File: config.mk
export PLATFORM = sky130hd
export DESIGN_NAME = multicycle_control_unit
export DESIGN_NICKNAME = d
export VERILOG_FILES = /design/src/rtl/control_unit_types_pkg.sv /design/src/rtl/multicycle_decode.sv /design/src/rtl/multicycle_control_unit.sv
export SDC_FILE = /design/constraint.sdc
export NUM_CORES = 1
export LEC_CHECK = 0
export ABC_AREA = 0
export CELL_PAD_IN_SITES_DETAIL_PLACEMENT = 1
export CELL_PAD_IN_SITES_GLOBAL_PLACEMENT = 1
export CORE_AREA = 2 2 114 83
export CTS_CLUSTER_DIAMETER = 50
export DETAILED_ROUTE_END_ITERATION = 10
export DIE_AREA = 0 0 116 85
export PLACE_DENSITY_LB_ADDON = 0.1
export SKIP_LAST_GASP = 1
export SYNTH_ARGS = -nofsm -noshare
export SYNTH_HDL_FRONTEND = slang
export SYNTH_SLANG_ARGS = --single-unit
File: constraint.sdc
create_clock -name CLK -period 3.8 [get_ports CLK]
set_input_delay 1.14 -clock CLK [delete_from_list [all_inputs] [get_ports CLK]]
set_output_delay 1.14 -clock CLK [all_outputs]
set_load 0.03 [all_outputs]
File: src/rtl/control_unit_types_pkg.sv
// Shared control-decode types for the single- and multicycle MIPS control units.
// Opcode/funct constants and small decode helpers live here as well.
package control_unit_types_pkg;

   typedef enum logic [1:0] {RD = 2'd0, RT = 2'd1, R31 = 2'd2} regdst_t;
   typedef enum logic [1:0] {ALUO = 2'd0, DLOAD = 2'd1, NPC = 2'd2} memtoreg_t;
   typedef enum logic [1:0] {ZEROEXT = 2'd0, SIGNEXT = 2'd1, SHAMEXT = 2'd2, LUIEXT = 2'd3} extop_t;
   typedef enum logic [1:0] {PC4 = 2'd0, PCBR = 2'd1, PCJ = 2'd2, PCJR = 2'd3} pcsrc_t;

   typedef enum logic [3:0] {
      OTHERR, OSL, OJR, OJ, OJAL, OBEQ, OBNE, OLW, OSW, OTHERI, OLUI, OUNK
   } opfunc_t;

   typedef enum logic [3:0] {
      RESET, FETCH, DECODE, EXEC, MEMRD, MEMWR, WBACK, HALTED, MERROR
   } mcstate_t;

   localparam logic [5:0] OP_RTYPE = 6'h00;
   localparam logic [5:0] OP_J     = 6'h02;
   localparam logic [5:0] OP_JAL   = 6'h03;
   localparam logic [5:0] OP_BEQ   = 6'h04;
   localparam logic [5:0] OP_BNE   = 6'h05;
   localparam logic [5:0] OP_ADDI  = 6'h08;
   localparam logic [5:0] OP_ADDIU = 6'h09;
   localparam logic [5:0] OP_SLTI  = 6'h0a;
   localparam logic [5:0] OP_SLTIU = 6'h0b;
   localparam logic [5:0] OP_ANDI  = 6'h0c;
   localparam logic [5:0] OP_ORI   = 6'h0d;
   localparam logic [5:0] OP_XORI  = 6'h0e;
   localparam logic [5:0] OP_LUI   = 6'h0f;
   localparam logic [5:0] OP_LW    = 6'h23;
   localparam logic [5:0] OP_SW    = 6'h2b;

   localparam logic [5:0] FN_SLL = 6'h00;
   localparam logic [5:0] FN_SRL = 6'h02;
   localparam logic [5:0] FN_SRA = 6'h03;
   localparam logic [5:0] FN_JR  = 6'h08;

   // Logical immediates take a zero-extended operand; the rest of OTHERI is signed.
   function automatic logic imm_is_logical(input logic [5:0] op);
      return (op == OP_ANDI) || (op == OP_ORI) || (op == OP_XORI);
   endfunction

endpackage

File: src/rtl/multicycle_decode.sv
// Combinational instruction decode: instr -> opfunc class plus extender, ALU-B and
// destination-register selects. Shared with the single-cycle control unit.
module multicycle_decode
   import control_unit_types_pkg::*;
(
   input  logic [31:0] instr,
   output opfunc_t     opfunc,
   output extop_t      extop,
   output logic        alusrc,
   output regdst_t     regdst
);

   logic [5:0] op;
   logic [5:0] funct;

   assign op    = instr[31:26];
   assign funct = instr[5:0];

   always_comb begin
      opfunc = OUNK;
      case (op)
         OP_RTYPE: begin
            case (funct)
               FN_SLL, FN_SRL, FN_SRA: opfunc = OSL;
               FN_JR:                  opfunc = OJR;
               default:                opfunc = OTHERR;
            endcase
         end
         OP_J:   opfunc = OJ;
         OP_JAL: opfunc = OJAL;
         OP_BEQ: opfunc = OBEQ;
         OP_BNE: opfunc = OBNE;
         OP_LW:  opfunc = OLW;
         OP_SW:  opfunc = OSW;
         OP_LUI: opfunc = OLUI;
         OP_ADDI, OP_ADDIU, OP_SLTI, OP_SLTIU,
         OP_ANDI, OP_ORI, OP_XORI: opfunc = OTHERI;
         default: opfunc = OUNK;
      endcase
   end

   always_comb begin
      extop  = ZEROEXT;
      alusrc = 1'b0;
      regdst = RD;
      case (opfunc)
         OBEQ, OBNE: extop = SIGNEXT;
         OLW: begin
            extop  = SIGNEXT;
            alusrc = 1'b1;
            regdst = RT;
         end
         OSW: begin
            extop  = SIGNEXT;
            alusrc = 1'b1;
         end
         OTHERI: begin
            extop  = imm_is_logical(op) ? ZEROEXT : SIGNEXT;
            alusrc = 1'b1;
            regdst = RT;
         end
         OLUI: begin
            extop  = LUIEXT;
            alusrc = 1'b1;
            regdst = RT;
         end
         OSL: begin
            extop  = SHAMEXT;
            alusrc = 1'b1;
         end
         OJAL:    regdst = R31;
         default: ;
      endcase
   end

endmodule

File: src/rtl/multicycle_control_unit.sv
// Multicycle MIPS control FSM: sequences each instruction through fetch, decode,
// execute, memory and writeback, with ihit/dhit handshakes and a wait timeout.
//
//   state  | meaning
//   RESET  | one idle cycle after reset release
//   FETCH  | iREN asserted, waiting for ihit; loads IR and PC+4 on hit
//   DECODE | halt/jump resolution, illegal-opcode detection
//   EXEC   | branch resolution, dispatch to memory or writeback
//   MEMRD  | dREN asserted, register write on dhit
//   MEMWR  | dWEN asserted, completes on dhit
//   WBACK  | ALU result written to rd/rt
//   HALTED | halt opcode seen; absorbing until reset
//   MERROR | ihit/dhit timeout; absorbing until reset
module multicycle_control_unit
   import control_unit_types_pkg::*;
#(
   parameter int         TIMEOUT = 255,
   parameter logic [5:0] HALT_OP = 6'h3f,
   parameter int         CNT_W   = 32
) (
   input  logic             CLK,
   input  logic             nRST,
   input  logic [31:0]      instr,
   input  logic             equal,
   input  logic             ihit,
   input  logic             dhit,
   output logic             iREN,
   output logic             dREN,
   output logic             dWEN,
   output logic             ir_wen,
   output logic             pc_wen,
   output pcsrc_t           pcsrc,
   output logic             reg_wen,
   output regdst_t          regdst,
   output memtoreg_t        memtoreg,
   output extop_t           extop,
   output logic             alusrc,
   output opfunc_t          opfunc,
   output logic             halt,
   output logic             illegal,
   output logic             mem_err,
   output logic [CNT_W-1:0] retired
);

   localparam int WAIT_W = (TIMEOUT > 0) ? $clog2(TIMEOUT + 1) : 1;
   localparam logic [WAIT_W-1:0] RELOAD = (TIMEOUT > 0) ? WAIT_W'(TIMEOUT - 1) : '0;

   mcstate_t          state;
   logic [WAIT_W-1:0] wait_left;
   logic              waiting;
   logic              expired;
   logic              is_halt;
   opfunc_t           dec_opfunc;
   extop_t            dec_extop;
   logic              dec_alusrc;
   regdst_t           dec_regdst;

   multicycle_decode u_decode (
      .instr  (instr),
      .opfunc (dec_opfunc),
      .extop  (dec_extop),
      .alusrc (dec_alusrc),
      .regdst (dec_regdst)
   );

   assign is_halt = (instr[31:26] == HALT_OP);
   assign waiting = ((state == FETCH) && !ihit) ||
                    (((state == MEMRD) || (state == MEMWR)) && !dhit);
   // Terminal count of the down-counter; a hit in the same cycle takes priority.
   assign expired = (TIMEOUT != 0) && (wait_left == '0);

   always_ff @(posedge CLK or negedge nRST) begin
      if (!nRST) begin
         state     <= RESET;
         wait_left <= RELOAD;
         retired   <= '0;
         illegal   <= 1'b0;
         mem_err   <= 1'b0;
      end else begin
         wait_left <= (waiting && !expired) ? wait_left - 1'b1 : RELOAD;
         case (state)
            RESET: state <= FETCH;
            FETCH: begin
               if (ihit) begin
                  state <= DECODE;
               end else if (expired) begin
                  mem_err <= 1'b1;
                  state   <= MERROR;
               end
            end
            DECODE: begin
               if (is_halt) begin
                  state   <= HALTED;
                  retired <= retired + 1'b1;
               end else begin
                  case (dec_opfunc)
                     OJ, OJAL, OJR: begin
                        state   <= FETCH;
                        retired <= retired + 1'b1;
                     end
                     OUNK: begin
                        illegal <= 1'b1;
                        state   <= FETCH;
                     end
                     default: state <= EXEC;
                  endcase
               end
            end
            EXEC: begin
               case (dec_opfunc)
                  OBEQ, OBNE: begin
                     state   <= FETCH;
                     retired <= retired + 1'b1;
                  end
                  OLW:     state <= MEMRD;
                  OSW:     state <= MEMWR;
                  default: state <= WBACK;
               endcase
            end
            MEMRD, MEMWR: begin
               if (dhit) begin
                  state   <= FETCH;
                  retired <= retired + 1'b1;
               end else if (expired) begin
                  mem_err <= 1'b1;
                  state   <= MERROR;
               end
            end
            WBACK: begin
               state   <= FETCH;
               retired <= retired + 1'b1;
            end
            HALTED, MERROR: state <= state;
            default:        state <= RESET;
         endcase
      end
   end

   // Strobes are gated by the live hit inputs so writes land on the hit cycle itself.
   always_comb begin
      iREN     = 1'b0;
      dREN     = 1'b0;
      dWEN     = 1'b0;
      ir_wen   = 1'b0;
      pc_wen   = 1'b0;
      pcsrc    = PC4;
      reg_wen  = 1'b0;
      regdst   = RD;
      memtoreg = ALUO;
      extop    = ZEROEXT;
      alusrc   = 1'b0;
      opfunc   = OTHERR;
      halt     = 1'b0;
      if (state inside {DECODE, EXEC, MEMRD, MEMWR, WBACK}) begin
         opfunc = dec_opfunc;
         extop  = dec_extop;
         alusrc = dec_alusrc;
         regdst = dec_regdst;
      end
      case (state)
         FETCH: begin
            iREN   = 1'b1;
            ir_wen = ihit;
            pc_wen = ihit;
         end
         DECODE: begin
            if (!is_halt) begin
               case (dec_opfunc)
                  OJ: begin
                     pc_wen = 1'b1;
                     pcsrc  = PCJ;
                  end
                  OJAL: begin
                     pc_wen   = 1'b1;
                     pcsrc    = PCJ;
                     reg_wen  = 1'b1;
                     regdst   = R31;
                     memtoreg = NPC;
                  end
                  OJR: begin
                     pc_wen = 1'b1;
                     pcsrc  = PCJR;
                  end
                  default: ;
               endcase
            end
         end
         EXEC: begin
            if (dec_opfunc == OBEQ) begin
               pc_wen = equal;
               pcsrc  = PCBR;
            end else if (dec_opfunc == OBNE) begin
               pc_wen = ~equal;
               pcsrc  = PCBR;
            end
         end
         MEMRD: begin
            dREN     = 1'b1;
            memtoreg = DLOAD;
            regdst   = RT;
            reg_wen  = dhit;
         end
         MEMWR: dWEN = 1'b1;
         WBACK: begin
            reg_wen  = 1'b1;
            memtoreg = ALUO;
            regdst   = ((dec_opfunc == OTHERI) || (dec_opfunc == OLUI)) ? RT : RD;
         end
         HALTED, MERROR: halt = 1'b1;
         default: ;
      endcase
   end

endmodule

# Yosys cells after proc, flatten, opt, wreduce, memory -nomap -nowiden
# Cells that the tools add are included.
# word_totals
wordCells	136
output_inout_bits	54
regBits	46
# op_classes
muxes	52
n_reduce_logical	33
n_addsub	2
n_bitwise	2
eq_ne	42
# op_table
operator	n
32-bit 2-to-1 mux	4
32-bit one-hot mux with 4 select lines	1
6-bit by 4-bit equality test with 1-bit output (second input constant)	9
4-bit one-hot mux with 9 select lines	1
32-bit by 1-bit adder with 32-bit output (second input constant)	1
4-bit by 3-bit equality test with 1-bit output (second input constant)	8
6-bit by 2-bit equality test with 1-bit output (second input constant)	4
4-bit one-hot mux with 6 select lines	1
4-bit equality test (second input constant)	5
1-bit 2-to-1 mux	20
2-bit one-hot mux with 2 select lines	5
6-bit equality test (second input constant)	3
4-bit by 2-bit equality test with 1-bit output (second input constant)	4
2-bit 2-to-1 mux	8
4-bit 2-to-1 mux	4
6-bit by 3-bit equality test with 1-bit output (second input constant)	2
6-bit logical NOT	2
2-bit OR reduction	5
3-bit one-hot mux with 3 select lines	1
3-bit OR reduction	3
4-bit by 1-bit equality test with 1-bit output (second input constant)	2
8-bit logical NOT	1
8-bit 2-to-1 mux	1
2-bit one-hot mux with 4 select lines	1
21 further kinds	35

# Depth between registers and ports, before layout
# logic_depth
depth_word	11
depth_mapped	7

# Modules after synthesis
# Synthesis repeated with hierarchy kept, for this count alone.
# hier_totals
cells_unflattened	327
area_unflattened_um2	2996.6
# modules_own_cells
module	seq_area_each_um2	area_each_um2	n_inst	cells_each
multicycle_control_unit	1159.9	2696.3	1	277
multicycle_decode	0.0	300.3	1	50

# Worst setup path after synthesis
# Ideal clock, no wire load.
# synth_path
path_type	input to output
from	input port instr[27]
to	output port pc_wen
n_path_buf	0
cell_stages	4
setup_slack_ps	-67
required_ps	2660
t_arrival_ps	2727
path_cell_list	or3b_4 > nor3_1 > or4b_1 > o221ai_1
# synth_between
elab_chain_len	8
word_cells_on_any_way	29
cone_classes	eq/ne (20); mux (6); reduce/logical (3)
# synth_lines
element	line_no	text
start, declared	multicycle_control_unit.sv:23	input logic [31:0] instr,
6-bit by 4-bit equality test with 1-bit output	multicycle_decode.sv:21	case (op)
7-bit OR reduction	multicycle_decode.sv:21	
4-bit one-hot mux with 9 select lines	multicycle_decode.sv:21	
4-bit by 2-bit equality test with 1-bit output or 4-bit by 3-bit equality test with 1-bit output (tied branches)	multicycle_control_unit.sv:168	case (dec_opfunc)
3-bit OR reduction (no line)	n/a	
1-bit 2-to-1 mux	multicycle_control_unit.sv:168	
1-bit 2-to-1 mux	multicycle_control_unit.sv:167	if (!is_halt) begin
1-bit one-hot mux with 3 select lines *	multicycle_control_unit.sv:160	case (state)
end, declared	multicycle_control_unit.sv:31	output logic pc_wen,
# Mark *: on every way between the ends. The rest lies on a longest branch, timed or not.

# Worst setup path after layout
# layout_path
from	input port instr[29]
to	output port pc_wen
# The elaborated chain is that of the path after synthesis.

==> load_flow_metrics.sql <==
INSERT INTO impl_metrics (metric_group, metric, value, unit) VALUES
('final_layout', 'area_delta_synth_final', '50.0', '%'),
('outcome', 'run_status', 'finished, final reports clean', ''),
('detailed_routing', 'routed-via-count', '3063', ''),
('placed_design', 'detailed_place_hpwl', '7240', 'um'),
('global_route', 'first_global_vias', '3126', ''),
('logic_synthesis', 'synth_async_sr_flop_share', '1.00', ''),
('critical_path', 'critPathMaxStageDelay', '510', 'ps'),
('critical_path', 'timing.critical_path.arrival', '2640', 'ps'),
('detailed_routing', 'routed_wirelength', '10500', 'um'),
('placed_design', 'place.port_buffers', '70', ''),
('final_layout', 'final-seq-area', '1160', 'um^2'),
('global_route', 'grt_antenna_before_repair', '0', ''),
('cts', 'clock-sinks', '46', ''),
('timing', 'slew-limit-headroom', '0.285', ''),
('critical_path', 'critPathCaptureType', 'primary output', ''),
('timing', 'timing.final.hold_violations', '0', ''),
('job', 'max-cap-violations', '0', ''),
('cts', 'cts_buffers', '5', ''),
('floorplanning', 'core.rowCount', '29', ''),
('timing', 'tightest_slew', '1070', 'ps'),
('power', 'power.leakage', '1.96', 'nW'),
('critical_path', 'critical-path-slowest-cell', 'sky130_fd_sc_hd__or4b_4', ''),
('hold_path', 'path_type_of_the_worst_min_delay_path', 'register to register', ''),
('floorplanning', 'core_area', '8780', 'um^2'),
('global_route', 'grt_pass1_wl', '17000', 'um'),
('timing', 'setup_violations', '0', ''),
('final_layout', 'antenna-diode-count', '0', ''),
('power', 'vdd.ir_drop.worst', '0.194', 'mV'),
('logic_synthesis', 'post_synth.cell_area_avg', '9.31', 'um^2'),
('floorplanning', 'initial_utilization', '0.349', ''),
('power', 'pwr_density_cell', '483', 'nW/um^2'),
('cts', 'worst_setup_hold_path_clk_slew', '70', 'ps'),
('final_layout', 'num-fill-cells', '1022', ''),
('floorplanning', 'horiz_die_dim', '116', 'um'),
('timing', 'final.setup_skew', '6.61', 'ps'),
('critical_path', 'worst_setup_path_start_kind', 'input port', ''),
('timing', 'fmaxAchievable', '0.265', 'GHz'),
('cts', 'post_cts_hold_buffer_count', '0', ''),
('logic_synthesis', 'synth_top_area_frac', '0.318', ''),
('timing', 'rsz0062_at_grt', 'true', ''),
('logic_synthesis', 'mappedNetlistNets', '369', ''),
('logic_synthesis', 'netlist_area', '3060', 'um^2'),
('logic_synthesis', 'synth_warnings', '0', ''),
('placed_design', 'gp_weighted_congestion', '0.873', ''),
('detailed_routing', 'antenna_left', '0', ''),
('detailed_routing', 'drtIter0Drc', '126', ''),
('detailed_routing', 'route.detailed.wl_per_inst', '18.3', 'um'),
('detailed_routing', 'detail_route.drc_violations', '0', ''),
('logic_synthesis', 'postSynthRegisterBits', '46', ''),
('hold_path', 'worst_hold_path.num_cells', '1', ''),
('final_layout', 'finalNonFillerCells', '573', ''),
('cts', 'insertion_delay', '290', 'ps'),
('critical_path', 'regToRegSetupSlack', '1360', 'ps'),
('hold_path', 'worstHoldStart', 'retired[31]', ''),
('critical_path', 'reg2reg_to', 'retired[1]', ''),
('logic_synthesis', 'synth-edff-count', '0', ''),
('floorplanning', 'die_area', '9860', 'um^2'),
('critical_path', 'worstPathRequired', '2660', 'ps'),
('final_layout', 'area_occupied_by_multi_input_gates', '1900', 'um^2'),
('critical_path', 'crit_path_cell_trace', 'buf_8 -> or3b_4 -> nor3_4 -> or4b_4 -> o221ai_4 -> buf_6', ''),
('logic_synthesis', 'cells_after_synth', '329', ''),
('cts', 'h_tree_lvls', '2', ''),
('final_layout', 'final_core_util', '0.524', ''),
('detailed_routing', 'drt-pass1-iter-count', '4', ''),
('cts', 'ctsLongestPathBuffers', '2', ''),
('logic_synthesis', 'largest_area_contributor_in_the_netlist', 'sky130_fd_sc_hd__dfrtp_1', ''),
('global_route', 'globalRouteTotalUtil', '0.221', ''),
('critical_path', 'critical_path.reg2reg.startpoint', 'state[2]', ''),
('timing', 'fin_crit', '3780', 'ps'),
('final_layout', 'final_net_count', '488', ''),
('floorplanning', 'chipHeight', '85', 'um');
per-layer routing:
metal / global-route usage / routed length [um] / vias to the layer above
li1: - / - / 1428
met1: 0.336 / 5250 / 1567
met2: 0.327 / 4760 / 59
met3: 0.0436 / 409 / 9
met4: 0.0422 / 76 / 0
met5: 0 / 0 / -
power by group:
| group | internal [mW] | switching [mW] |
|---|---|---|
| clock | 0.311 | 0.188 |
| combinational | 0.418 | 0.628 |
| sequential | 0.560 | 0.114 |
sequential cells by signal, indices dropped and copies added (netlist names):
| name | cells |
|---|---|
| state | 4 |
| mem_err | 1 |
| retired | 32 |
| illegal | 1 |
| wait_left | 8 |
worst max-delay path, delay by kind of cell:
kind | cells | cell delay (ps)
AND/OR/NAND/NOR | 3 | 1080
buffers and inverters | 2 | 260
AO/OA/AOI/OAI | 1 | 160
logic make-up (layout without fill, tap and decap cells):
| kind of cell | after synthesis | after routing | synth area share |
|---|---|---|---|
| AOI/OAI and AO/OA | 48 | 48 | 0.103 |
| xor gates and xnor gates | 39 | 39 | 0.111 |
| adders and majority gates | 3 | 3 | 0.0123 |
| buffers and inverters | 31 | 151 | 0.0490 |
| DFF | 46 | 46 | 0.379 |
| muxes | 1 | 1 | 0.00367 |
| and+or+nand+nor | 161 | 161 | 0.342 |
placed cells by master (no fill, tap or decap), drive strengths merged, types with 2 or more instances in the layout:
master         instances
buf                   79
clkdlybuf4s50         49
dfrtp                 39
xor2                  32
nand2                 28
nor2                  23
nor3                  22
nor4                  20
nand4                 15
inv                   13
a21oi                 13
nand3                 11
o21ai                 11
clkbuf                 8
xnor2                  7
dfstp                  7
nand2b                 6
nor3b                  5
nand3b                 4
nor4b                  4
and3                   4
and2                   3
a31oi                  3
o21bai                 3
nor2b                  3
o22ai                  3
ha                     3
or2                    2
a21o                   2
a211o                  2
o221ai                 2
or3                    2
and4                   2
o2111ai                2
stage by stage:
step / area (um^2) / hold WS, ps / total power, mW / TNS [ps]
3_3_place_gp: 4140 / 456 / 1.67 / -3640
2_1_floorplan: 3070 / 490 / 1.29 / 0
5_1_grt: 4600 / 511 / 2.34 / -17.1
3_5_place_dp: 4140 / 484 / 1.70 / -4100
6_report: 4600 / 478 / 2.22 / 0
4_1_cts: 4540 / 492 / 2.21 / -15.5
synth_stat cells (4+ instances only):
library cell               number
sky130_fd_sc_hd__dfrtp_1       39
sky130_fd_sc_hd__xor2_1        32
sky130_fd_sc_hd__nand2_1       28
sky130_fd_sc_hd__nor2_1        23
sky130_fd_sc_hd__nor3_1        22
sky130_fd_sc_hd__nor4_2        17
sky130_fd_sc_hd__nand4_1       14
sky130_fd_sc_hd__a21oi_1       13
sky130_fd_sc_hd__inv_1         13
sky130_fd_sc_hd__nand3_1       11
sky130_fd_sc_hd__o21ai_0        9
sky130_fd_sc_hd__clkbuf_1       7
sky130_fd_sc_hd__dfstp_2        7
sky130_fd_sc_hd__xnor2_1        7
sky130_fd_sc_hd__buf_2          6
sky130_fd_sc_hd__nand2b_1       6
sky130_fd_sc_hd__nor3b_1        5
sky130_fd_sc_hd__and3_1         4
sky130_fd_sc_hd__nand3b_1       4
final cells by class:
cell class	count	area share
clock inverters	1	0.00653
repair buffers	130	0.254
flip-flops and latches	46	0.252
well taps	124	0.0338
inverters	13	0.0106
clock buffers	7	0.0289
multi-input cells	252	0.413
how the worst max path moves through the flow:
stage	startpoint	end	slack, ps	cells after the start
5_1_grt	instr[29]	pc_wen	-20	10
2_1_floorplan	instr[28]	pcsrc[0]	3	6
3_3_place_gp	instr[28]	pc_wen	-520	6
3_5_place_dp	instr[28]	pc_wen	-570	6
6_report	instr[29]	pc_wen	20	6
4_1_cts	instr[29]	pc_wen	-20	6
repair_timing:
action,CTS,global route
pin swaps,7,8
gates resized for setup,52,19
cloned,0,0
setup endpoints to repair,13,10
setup buffers,18,2
Note: power is estimated with default switching activity, not from simulation.
